### src/rtl/i2s_tdm_transceiver.sv
// rtl/i2s_tdm_transceiver.sv - I2S/TDM master: shared sclk/ws timing, double-buffered serialiser, framed deserialiser
module i2s_tdm_transceiver #(
    parameter int mclk_sclk_ratio = 4,
    parameter int slot_width      = 32,
    parameter int d_width         = 24,
    parameter int channels        = 2,
    parameter int mode            = 0
) (
    input  logic                         mclk,
    input  logic                         reset_n,
    output logic                         sclk,
    output logic                         ws,
    output logic                         sd_tx,
    input  logic                         sd_rx,
    input  logic [channels*d_width-1:0]  tx_data,
    input  logic                         tx_load,
    output logic                         tx_ready,
    output logic                         tx_underrun,
    output logic [channels*d_width-1:0]  rx_data,
    output logic                         rx_valid
);

    localparam int half_ratio = mclk_sclk_ratio / 2;
    localparam int div_w      = (half_ratio > 1) ? $clog2(half_ratio) : 1;
    localparam int sb_w       = $clog2(slot_width);
    localparam int sbx_w      = sb_w + 1;
    localparam int ch_w       = $clog2(channels);
    localparam int frame_w    = channels * d_width;
    localparam int lead       = (mode == 0) ? 1 : 0;

    localparam logic [div_w-1:0] div_last   = div_w'(half_ratio - 1);
    localparam logic [sb_w-1:0]  slot_last  = sb_w'(slot_width - 1);
    localparam logic [ch_w-1:0]  ch_last    = ch_w'(channels - 1);
    localparam logic [ch_w-1:0]  ch_half    = ch_w'(channels / 2);
    localparam logic [sbx_w-1:0] data_first = sbx_w'(lead);
    localparam logic [sbx_w-1:0] data_len   = sbx_w'(d_width);

    logic [div_w-1:0]   div_cnt;
    logic [sb_w-1:0]    slot_bit;
    logic [ch_w-1:0]    slot_idx;
    logic [frame_w-1:0] shadow;
    logic [frame_w-1:0] tx_frame;
    logic               shadow_full;
    logic [d_width-1:0] rx_slot [channels];

    logic               sclk_toggle;
    logic               sclk_fall;
    logic               sclk_rise;
    logic               frame_end;
    logic [sb_w-1:0]    nxt_slot_bit;
    logic [ch_w-1:0]    nxt_slot_idx;
    logic [frame_w-1:0] next_frame;
    logic [d_width-1:0] tx_sample;
    logic [d_width-1:0] tx_shifted;
    logic [sbx_w-1:0]   nxt_data_pos;
    logic [sbx_w-1:0]   cur_data_pos;
    logic               nxt_in_data;
    logic               cur_in_data;

    assign tx_ready = ~shadow_full;

    always_comb begin
        sclk_toggle  = (div_cnt == div_last);
        sclk_fall    = sclk_toggle && sclk;
        sclk_rise    = sclk_toggle && !sclk;
        frame_end    = sclk_fall && (slot_bit == slot_last) && (slot_idx == ch_last);

        nxt_slot_bit = slot_bit + 1'b1;
        nxt_slot_idx = slot_idx;
        if (slot_bit == slot_last) begin
            nxt_slot_bit = '0;
            nxt_slot_idx = (slot_idx == ch_last) ? '0 : slot_idx + 1'b1;
        end

        // The boundary bit must already come from the incoming frame (left-justified MSB sits at offset 0).
        next_frame = (frame_end && shadow_full) ? shadow : tx_frame;

        tx_sample = '0;
        for (int k = 0; k < channels; k++) begin
            if (nxt_slot_idx == ch_w'(k)) begin
                tx_sample = next_frame[k*d_width +: d_width];
            end
        end

        // Offsets before the data window wrap to large values, so one compare bounds both ends.
        nxt_data_pos = {1'b0, nxt_slot_bit} - data_first;
        cur_data_pos = {1'b0, slot_bit} - data_first;
        nxt_in_data  = (nxt_data_pos < data_len);
        cur_in_data  = (cur_data_pos < data_len);
        tx_shifted   = tx_sample << nxt_data_pos;
    end

    always_ff @(posedge mclk) begin
        if (!reset_n) begin
            div_cnt     <= '0;
            sclk        <= 1'b0;
            ws          <= 1'b0;
            sd_tx       <= 1'b0;
            slot_bit    <= '0;
            slot_idx    <= '0;
            shadow      <= '0;
            shadow_full <= 1'b0;
            tx_frame    <= '0;
            tx_underrun <= 1'b0;
            rx_valid    <= 1'b0;
            rx_data     <= '0;
            for (int k = 0; k < channels; k++) begin
                rx_slot[k] <= '0;
            end
        end else begin
            tx_underrun <= 1'b0;
            rx_valid    <= 1'b0;
            div_cnt     <= sclk_toggle ? '0 : div_cnt + 1'b1;

            if (sclk_toggle) begin
                sclk <= ~sclk;
            end

            if (sclk_fall) begin
                slot_bit <= nxt_slot_bit;
                slot_idx <= nxt_slot_idx;
                ws       <= (nxt_slot_idx >= ch_half);
                sd_tx    <= nxt_in_data & tx_shifted[d_width-1];
            end

            if (sclk_rise && cur_in_data) begin
                rx_slot[slot_idx] <= {rx_slot[slot_idx][d_width-2:0], sd_rx};
            end

            if (frame_end) begin
                tx_frame    <= next_frame;
                tx_underrun <= ~shadow_full;
                rx_valid    <= 1'b1;
                for (int k = 0; k < channels; k++) begin
                    rx_data[k*d_width +: d_width] <= rx_slot[k];
                end
            end

            // A load landing on an empty-shadow boundary is kept for the following frame.
            if (frame_end && shadow_full) begin
                shadow_full <= 1'b0;
            end else if (tx_load && !shadow_full) begin
                shadow      <= tx_data;
                shadow_full <= 1'b1;
            end
        end
    end

endmodule

### config.mk
export PLATFORM = sky130hd
export DESIGN_NAME = i2s_tdm_transceiver
export DESIGN_NICKNAME = d
export VERILOG_FILES = /design/src/rtl/i2s_tdm_transceiver.sv
export SDC_FILE = /design/constraint.sdc
export NUM_CORES = 1
export LEC_CHECK = 0
export ABC_AREA = 1
export CAP_MARGIN = 20
export CORE_UTILIZATION = 50
export DETAILED_ROUTE_END_ITERATION = 6
export PLACE_DENSITY_LB_ADDON = 0.3
export REMOVE_ABC_BUFFERS = 1
export SLEW_MARGIN = 20
export SYNTH_ARGS = -nofsm -noshare
export SYNTH_HDL_FRONTEND = slang
export SYNTH_SLANG_ARGS = --single-unit
### constraint.sdc
create_clock -name mclk -period 3 [get_ports mclk]
set_clock_uncertainty 0.05 [all_clocks]
set_input_delay 0.45 -clock mclk [delete_from_list [all_inputs] [get_ports mclk]]
set_output_delay 0.45 -clock mclk [all_outputs]
set_load 0.02 [all_outputs]
After elaboration in Yosys (flattened, before gate mapping)

Memory sizes are Yosys's and may differ from the RTL's. A register that Yosys moved wholly into a read port is not among the register bits.
Index checks and enable logic that the tools add are counted.
Widths: inputs -> output; s select.

Memory bits (writable): 48
Bits in registers: 109
Word-level logic and storage cells: 58
Output and inout bits: 54
Memories: 1

Magnitude comparators: 3
Shift operators: 1
Equal/unequal tests: 1
Bitwise logic cells: 5
Reduce and logical (&&, ||, !) cells: 16
Add/sub/neg operators: 5
Multiplexer cells: 15

Memory list:

| name    | words | width | rd ports | clocked after memory_dff | wr ports | RTL line | text |
|---|---|---|---|---|---|---|---|
| rx_slot | 2     | 24    | 3        | 3                        | 2        | 44       | `logic [d_width-1:0] rx_slot [channels];` |

Operators with widths:

| cell                | number |
|---|---|
| $mux 24             | 2 |
| $mux 48             | 1 |
| $reduce_or 24->1    | 1 |
| $shl 24x6->24       | 1 |
| $lt 6x5->1 const B  | 2 |
| $sub 5x1->6 const B | 2 |
| $mux 1              | 11 |
| $logic_and 1x1->1   | 7 |
| $add 5x1->5 const B | 1 |
| $eq 5x5->1 const B  | 1 |
| $mux 5              | 1 |
| $logic_not 1->1     | 4 |
| $not 1->1           | 4 |
| $reduce_and 2->1    | 2 |
| $reduce_or 2->1     | 2 |
| $add 1x1->1 const B | 2 |
| $and 1x1->1         | 1 |
| $ge 1x1->1 const B  | 1 |

Longest topological paths before layout

Depth in word-level cells: 8
Mapped depth: 19
Gate-level depth less buffers: 18

Worst setup path after synthesis

No wires, ideal clock.

Path type: register to register
Start: register slot_bit[0]
End: register sd_tx
Setup time: 0.113 ns
Required time: 2.837 ns
Path slack: 0.468 ns
Stages on the path, launching flop included: 18
Data arrival time: 2.368 ns
Cell sequence: dfxtp_1 -> ha_1 -> nand2_1 -> nor2_1 -> ha_1 -> nor2_1 -> inv_1 -> clkbuf_1 -> ha_1 -> clkbuf_1 -> inv_1 -> nand3_1 -> nand3_1 -> nand3_1 -> nand2_1 -> nand2_1 -> nand3_1 -> nand2_1

Longest elaborated chain between the ends: 8
Elaborated cells between the ends (all ways): 13

Ends and longest elaborated chain:

| item                                                                | RTL line | text |
|---|---|---|
| start, declared                                                     | 39       | `logic [sb_w-1:0] slot_bit;` |
| start signal, assigned                                              | 120      | `slot_bit <= nxt_slot_bit;` |
| parallel branches: the longest is 7 deep, another holds $sub 5x1->6 | -        |  |
| $and 1x1->1 (*)                                                     | 123      | `sd_tx <= nxt_in_data & tx_shifted[d_width-1];` |
| end signal, assigned                                                | 123      |  |
| end, declared                                                       | 13       | `output logic sd_tx,` |

Mark *: on every way between the ends.
A chain may end at the register's enable or synchronous reset.

Final worst setup path

Same ends and word-level chain as after synthesis.

==> key figures <==
Global routing
  • Met3 routing resource usage after global routing: under 10%
  • Antenna violations before repair: 0
  • GR Util All Layers: roughly 22%
  • Busiest layer in global routing: met2
  • Pin count of the biggest net entering global routing: 61
  • Via count of the first global-routing pass: 6,556
  • Met2 track utilization from global routing: 36.5%
  • First-pass GRT wire length: 31,600 microns
  • Residual overflow from global routing: 0
  • Met1 track demand over resource in global routing: 29.1%

Placed design
  • Count of buffers inserted at the top-level ports: 105
  • Weighted congestion reported at the end of routability-driven placement: roughly 0.88
  • # placed instances: approximately 1,300
  • Setup slack at placement: 0.398 ns
  • Hpwl dp: about 12,000 microns

Clocking
  • Maximum buffer depth of the clock tree: 3
  • TritonCTS Sinks: about 200
  • Buffers inserted by post-CTS timing repair: 0
  • Clock latency on the worst-skew pair: approximately 0.50 ns
  • Clock Root Buffer: sky130_fd_sc_hd__clkbuf_16
  • Hold-fix buffers at CTS: 0
  • CTS tree: yes
  • Clock Pin Slew Worst Setup and Hold Paths: 0.06 ns
  • Resized cells post-CTS: 0
  • Count of H-tree levels built during CTS: 1
  • Total clock buffers created by CTS: 21

Yosys
  • Synthesized instance count: 1,052
  • Post-Syn Area per Cell: 7.94 sq um
  • Simple-gate share of the synthesized area: between 20% and 30%
  • Share of synthesized cell area in full adder, half adder and majority cells: 0.599%
  • Dominant combinational cell family by area after synthesis: simple AND/OR/NAND/NOR gates
  • Mapped Area: about 0.0084 sq mm
  • Library cell with the largest summed area after synthesis: sky130_fd_sc_hd__dfxtp_1
  • Post-synth EDFFs: 48
  • Top cell types by occurrence after synthesis: sky130_fd_sc_hd__nor2_1, sky130_fd_sc_hd__dfxtp_1, sky130_fd_sc_hd__nand2_1
  • Number of distinct library cells after synthesis: 29
  • Asr flop ratio synth: 0%
  • Number of warning messages in the yosys log: 0
  • Share of the synthesized area in the top cell type: ~38%
  • Ranking of synthesized cells by area: sky130_fd_sc_hd__dfxtp_1, sky130_fd_sc_hd__edfxtp_1, sky130_fd_sc_hd__nor2_1
  • Proportion of synthesized chip area in sequential cells: 54.9%
  • Primary FF master, synth: sky130_fd_sc_hd__dfxtp_1
  • Share of the synthesized netlist area taken by xor and xnor gates: 0.315%
  • Synthesized flop and latch total: a little over 200
  • Proportion of synthesized area in mux cells: 0%
  • Dominant cell by count in the synthesized netlist: sky130_fd_sc_hd__nor2_1
  • Fraction of the mapped netlist area in compound gates: roughly an eighth

Power and ir drop
  • Total power divided by cell area: 581 mW/mm^2
  • Total chip power: approximately 6 mW
  • Peak VDD IR: 0.000423 V
  • Leakage power summed over all cells: roughly 4.2 nW

Floorplan
  • Effective utilization at floorplan: 51.8%
  • Die Width: 131 microns
  • Vertical die dimension: 131 microns
  • I/O pin count: between 100 and 150
  • CORE AREA: 0.0161 sq mm
  • Placement row count: between 40 and 50
  • Full die area: 0.0172 sq mm

Timing
  • RSZ-0062 raised after global routing: no
  • Max-slew violation count: 0
  • Setup violators final: 0
  • Final Hold Vio Count: 0
  • Worst slew slack as a fraction of its limit: a little under three fifths
  • Time the final worst path needs with I/O delays and setup: around 2.6 ns
  • Peak Freq: 0.383 GHz
  • Final worst setup slack: a little under 0.4 ns
  • Worst-margin pin slew: roughly 0.64 ns
  • Sum of negative setup slack: 0 ns
  • Fin crit share: between 80% and 90%

Cells and area
  • Fraction of final layout cells sized beyond drive strength 1: between 6 and 7%
  • Multi-input combinational cell area: 0.00307 sq mm
  • Number of filler instances in the final layout: 1,408
  • Area occupied by registers: about 0.0046 sq mm
  • Final-stage net count: about 1,200
  • Final cell count without fillers: between 1,000 and 1,500
  • Number of diodes: 0
  • Area overhead of the layout relative to synthesis: 23.5%

Setup path
  • Critical Path End Type: register
  • CP Data Required Time: ~3.4 ns
  • WP data arrival: 2.96 ns
  • Crit Path Max Fanout: 45
  • Kind of start point of the critical path: register
  • Critical path type: reg -> reg

Min path
  • Type of the most critical hold path: reg -> reg

Drt
  • Avg Vias per Cell: 5.06
  • Drt first pass iters: 7
  • Via total after detailed routing: 6,933
  • Detailed-route DRC error count: 0
  • Iteration-0 DRC count of the detailed router: 375
  • Wirelength, routed: 19,000 microns
  • Post-detailed-route wirelength per cell: 13.9 microns
  • Antenna viol nets, final: 0

Run
  • Total of max-cap violations: 0

Status
  • Status: finished, final reports clean
==> logic make-up after synthesis <==
group | Yosys count
adders and majority gates | 4
xor gates and xnor gates | 3
AOI/OAI and AO/OA | 202
and+or+nand+nor | 462
buffers and inverters | 176
DFF | 205
==> state kept, by name (all words and copies together), names as in the netlist, named ones only <==
name	cells
div_cnt	1
tx_underrun	1
shadow	48
rx_slot	48
shadow_full	1
sclk	1
rx_data	48
slot_bit	5
rx_valid	1
sd_tx	1
ws	1
tx_frame	48
==> power by group <==
| part | switching [mW] | internal, mW | total (mW) |
|---|---|---|---|
| Sequential | 0.0420 | 2.90 | 2.95 |
| Combinational | 0.202 | 0.146 | 0.348 |
| Clock | 1.07 | 1.63 | 2.70 |
==> layer usage <==
layer | vias up | part of all wire, %
li1 | 3557 | -
met4 | 0 | 2.3
met3 | 37 | 6.1
met2 | 166 | 47
met5 | - | 0
met1 | 3173 | 45
==> final timing paths <==
path                end  cells after the start        start  slack, ns
max               sd_tx                     16  slot_bit[0]       0.39
min          shadow[19]                      2   shadow[19]       0.41
max reg2reg       sd_tx                     16  slot_bit[0]       0.39
min reg2reg  shadow[19]                      2   shadow[19]       0.41
==> critical path, cell delays in order (launching register included) <==
cell and delay, ns:
sky130_fd_sc_hd__dfxtp_1 0.38, sky130_fd_sc_hd__ha_1 0.20, sky130_fd_sc_hd__nand2_1 0.06, sky130_fd_sc_hd__nor2_1 0.09, sky130_fd_sc_hd__ha_1 0.24, sky130_fd_sc_hd__nand2_2 0.10
sky130_fd_sc_hd__nor2_4 0.13, sky130_fd_sc_hd__buf_4 0.40, sky130_fd_sc_hd__nand3b_1 0.16, sky130_fd_sc_hd__nand3_1 0.11, sky130_fd_sc_hd__nand3_1 0.11, sky130_fd_sc_hd__nand3_1 0.11
sky130_fd_sc_hd__nand3_1 0.09, sky130_fd_sc_hd__nand3_1 0.10, sky130_fd_sc_hd__nand2_1 0.05, sky130_fd_sc_hd__nand3_1 0.08, sky130_fd_sc_hd__nand2_1 0.05
==> cell usage in the layout (no fill, tap or decap) <==
master                            synthesis  final
sky130_fd_sc_hd__nor3_1                   1      1
sky130_fd_sc_hd__inv_1                  107    107
sky130_fd_sc_hd__o211ai_1                 5      5
sky130_fd_sc_hd__o21ai_1                  5      5
sky130_fd_sc_hd__clkbuf_1                46      3
sky130_fd_sc_hd__clkbuf_8                 0      3
sky130_fd_sc_hd__a311oi_1                 1      1
sky130_fd_sc_hd__a211oi_1                 2      2
sky130_fd_sc_hd__o21ai_2                 10     10
sky130_fd_sc_hd__edfxtp_1                48     48
sky130_fd_sc_hd__xnor2_1                  1      1
sky130_fd_sc_hd__nand2_4                  1      1
sky130_fd_sc_hd__clkbuf_16                0     21
sky130_fd_sc_hd__clkinvlp_4               0      2
sky130_fd_sc_hd__clkinv_1                 3      3
sky130_fd_sc_hd__a21oi_1                 45     45
sky130_fd_sc_hd__nand2_2                  1      2
sky130_fd_sc_hd__buf_4                    2     20
sky130_fd_sc_hd__clkdlybuf4s50_1          0    104
sky130_fd_sc_hd__nand3_1                 81     81
sky130_fd_sc_hd__o22ai_1                  6      6
sky130_fd_sc_hd__clkinv_2                 0      4
sky130_fd_sc_hd__buf_2                   12      1
sky130_fd_sc_hd__inv_2                    1      1
sky130_fd_sc_hd__nand3b_1                15     15
sky130_fd_sc_hd__o21ai_0                128    128
sky130_fd_sc_hd__inv_6                    0      1
sky130_fd_sc_hd__xor2_1                   2      2
sky130_fd_sc_hd__nor2_4                   1      1
sky130_fd_sc_hd__nor2_1                 213    213
sky130_fd_sc_hd__dfxtp_1                157    157
sky130_fd_sc_hd__clkinv_4                 0      1
sky130_fd_sc_hd__buf_12                   0      3
sky130_fd_sc_hd__nand2_1                149    148
sky130_fd_sc_hd__ha_1                     4      4
sky130_fd_sc_hd__bufinv_16                0      3
==> final cells by class <==
| class | count | share of cell area [%] |
|---|---|---|
| Timing Repair Buffer | 128 | 12.2 |
| Multi-Input combinational cell | 671 | 29.7 |
| Tap cell | 216 | 2.62 |
| Inverter | 111 | 4.04 |
| Clock buffer | 27 | 5.60 |
| Sequential cell | 205 | 44.4 |
| Clock inverter | 11 | 1.38 |
==> through the flow <==
stage | util [%] | hold slack [ns] | instance area, sq um
global placement | 59.5 | 0.393 | 9590
finish | 64.0 | 0.407 | 10300
CTS | 64.0 | 0.410 | 10300
detailed placement | 59.5 | 0.401 | 9590
global route | 64.0 | 0.441 | 10300
floorplan | - | 0.376 | 8070
(Power assumes the default switching activity.)
==> edit (same flow settings) <==
The parameter `slot_width` goes from 32 to 64.
--- a/src/rtl/i2s_tdm_transceiver.sv
+++ b/src/rtl/i2s_tdm_transceiver.sv
@@ -2,5 +2,5 @@
 module i2s_tdm_transceiver #(
     parameter int mclk_sclk_ratio = 4,
-    parameter int slot_width      = 32,
+    parameter int slot_width      = 64,
     parameter int d_width         = 24,
     parameter int channels        = 2,
Check against the original RTL: same outputs for any inputs over 10 cycles, from zero or initial values and one cycle with reset_n low; that may be too few to reach the edited logic, so the function may still have changed.
==> edit against the unedited design <==
Synthesized area is 1.3% lower; sequential cell count is 1 higher; first-iteration DRC count is 57% higher; setup slack got worse by 0.045 ns; maximum frequency shrank 1.7%; combinational power up 15%; routed wire length shrank 3.6%; clock power increased by 3%; largest power group unchanged; global-route usage grew 0.19 points; design area down 1.2%; critical path type unchanged; total power increased by 3.2%.
==> edit: results (changes against the unedited design) <==
| Metric | Value |
|---|---|
| Routed wl met3 | 874 um (-25%) |
| Maximum vdd ir drop | 0.000378 V (-10%) |
| Nets | 1,113 (-6.8%) |
| Met2 Usage GRT | 37.0% (+0.46 points) |
| First-pass GRT wire length | 30.7 mm (-2.7%) |
| Initial antenna violation count | 0 (unchanged) |
| # fillers | 1,415 (+0.50%) |
| Count leader, synth | nand2_1 |
| Power Density | 607 nW/um^2 (+4.5%) |
| Ant. Diodes | 0 (unchanged) |
| Synth top area cells | dfxtp_1, edfxtp_1, nand3_1, nand2_1, nor2_1 |
| Synth Area in Compound Gates | 10.6% (-2.3 points) |
| Setup TNS | 0 ns (unchanged) |
| Critical Path Fanout Max | 37 (-18%) |
| Dpl hpwl | 11.2 mm (-6.5%) |
| Non-Filler Instances | 1,290 (-5.8%) |
| WL met2 | 8.50 mm (-3.9%) |
| DR iter-0 viols | 590 (+57%) |
| Logic pwr share | 6.5% (+0.7 points) |
| Total track usage | 22.3% (+0.19 points) |
| Hold Crit Class | flop to flop |
| Wl on met1 | 8.64 mm (+0.90%) |
| Grt met3 use | 3.66% (-0.73 points) |
| Synth cell types | 35 (+21%) |
| Worst path max stage delay | 0.45 ns (+0.05 ns) |
| Fin crit period | 2.66 ns (+0.0448 ns) |
| DR WL/cell | 14.2 um (+2.3%) |
| Largest net degree at the start of global routing | 67 (+9.8%) |
| Post-synth top cells | nand2_1, dfxtp_1, nor2_1, nand3_1, a21oi_1 |
| Sw Share | 21.8% (-0.15 points) |
| Xor/xnor share of the synthesized area | 0.212% (-0.10 points) |
| Min-delay src | rx_data[38]$_SDFFE_PN0N_ |
| Post-synth EDFFs | 48 (unchanged) |
| Pre-CTS WS | 0.235 ns (-0.162 ns) |
| Post-synthesis mux area share | 2.79% (+2.8 points) |
| Share of layout cells above drive strength 1 | 6.61% (+0.19 points) |
| Pleak | 0.00380 uW (-10%) |
| DRC Markers | 0 (unchanged) |
| Worst setup path category | flop to flop |
| Via count of the first global-routing pass | 6,475 (-1.2%) |
| Seq/Total Area, Yosys | 55.8% (+0.97 points) |
| Net Sw Power | 1350 uW (+2.5%) |
| Met1 usage | 30.3% (+1.1 points) |
| Synthesized-area fraction occupied by adder cells | 0.303% (-0.30 points) |
| Post-place instance area | 9410 um^2 (-1.9%) |
| Syn Area/Cell | 8.41 um^2 (+5.9%) |
| RePlAce Congestion | 0.846 (-3.9%) |
| Worst R2R Setup Slack | 0.34 ns (-0.04 ns) |
| Top delay family on crit path | simple AND/OR/NAND/NOR gates |
| IO Port Bufs | 105 (unchanged) |
| Total CTS buffers | 22 (+4.8%) |
| CTS Root Cell | clkbuf_16 |
| Yosys Warn Count | 0 (unchanged) |
| Total global routing overflow | 0 (unchanged) |
| Status | finished, final reports clean |
| Clk pwr share | 45.2% (+0.2 points) |
| Router iterations before antenna repair | 5 (-2) |
| Slew headroom | 49.7% (-7.0 points) |
| Crit-path slowest cell | dfxtp_1 |
| Vias | 6,888 (-0.65%) |
==> edit: repair_timing <==
action                                  in CTS  in global routing
endpoints found under the setup margin       0                  1
gates resized for setup                      0                  2
buffers inserted                             0                  0
==> edit: cell type report <==
class | instances | area share, %
Clock buffer | 33 | 6.72
Clock inverter | 6 | 0.823
Inverter | 29 | 1.12
Multi-Input combinational cell | 675 | 31.7
Sequential cell | 206 | 45.2
Tap cell | 216 | 2.65
Timing Repair Buffer | 125 | 11.8
==> edit: how the worst min path moves through the flow <==
stage / end / slack [ns] / cells past startpoint
floorplan: shadow[44]$_SDFFE_PN0P_ / 0.37 / 2
global placement: shadow[46]$_SDFFE_PN0P_ / 0.39 / 2
detailed placement: shadow[44]$_SDFFE_PN0P_ / 0.40 / 2
CTS: shadow[44]$_SDFFE_PN0P_ / 0.41 / 2
global route: rx_data[7]$_SDFFE_PN0N_ / 0.42 / 2
finish: rx_data[38]$_SDFFE_PN0N_ / 0.41 / 2
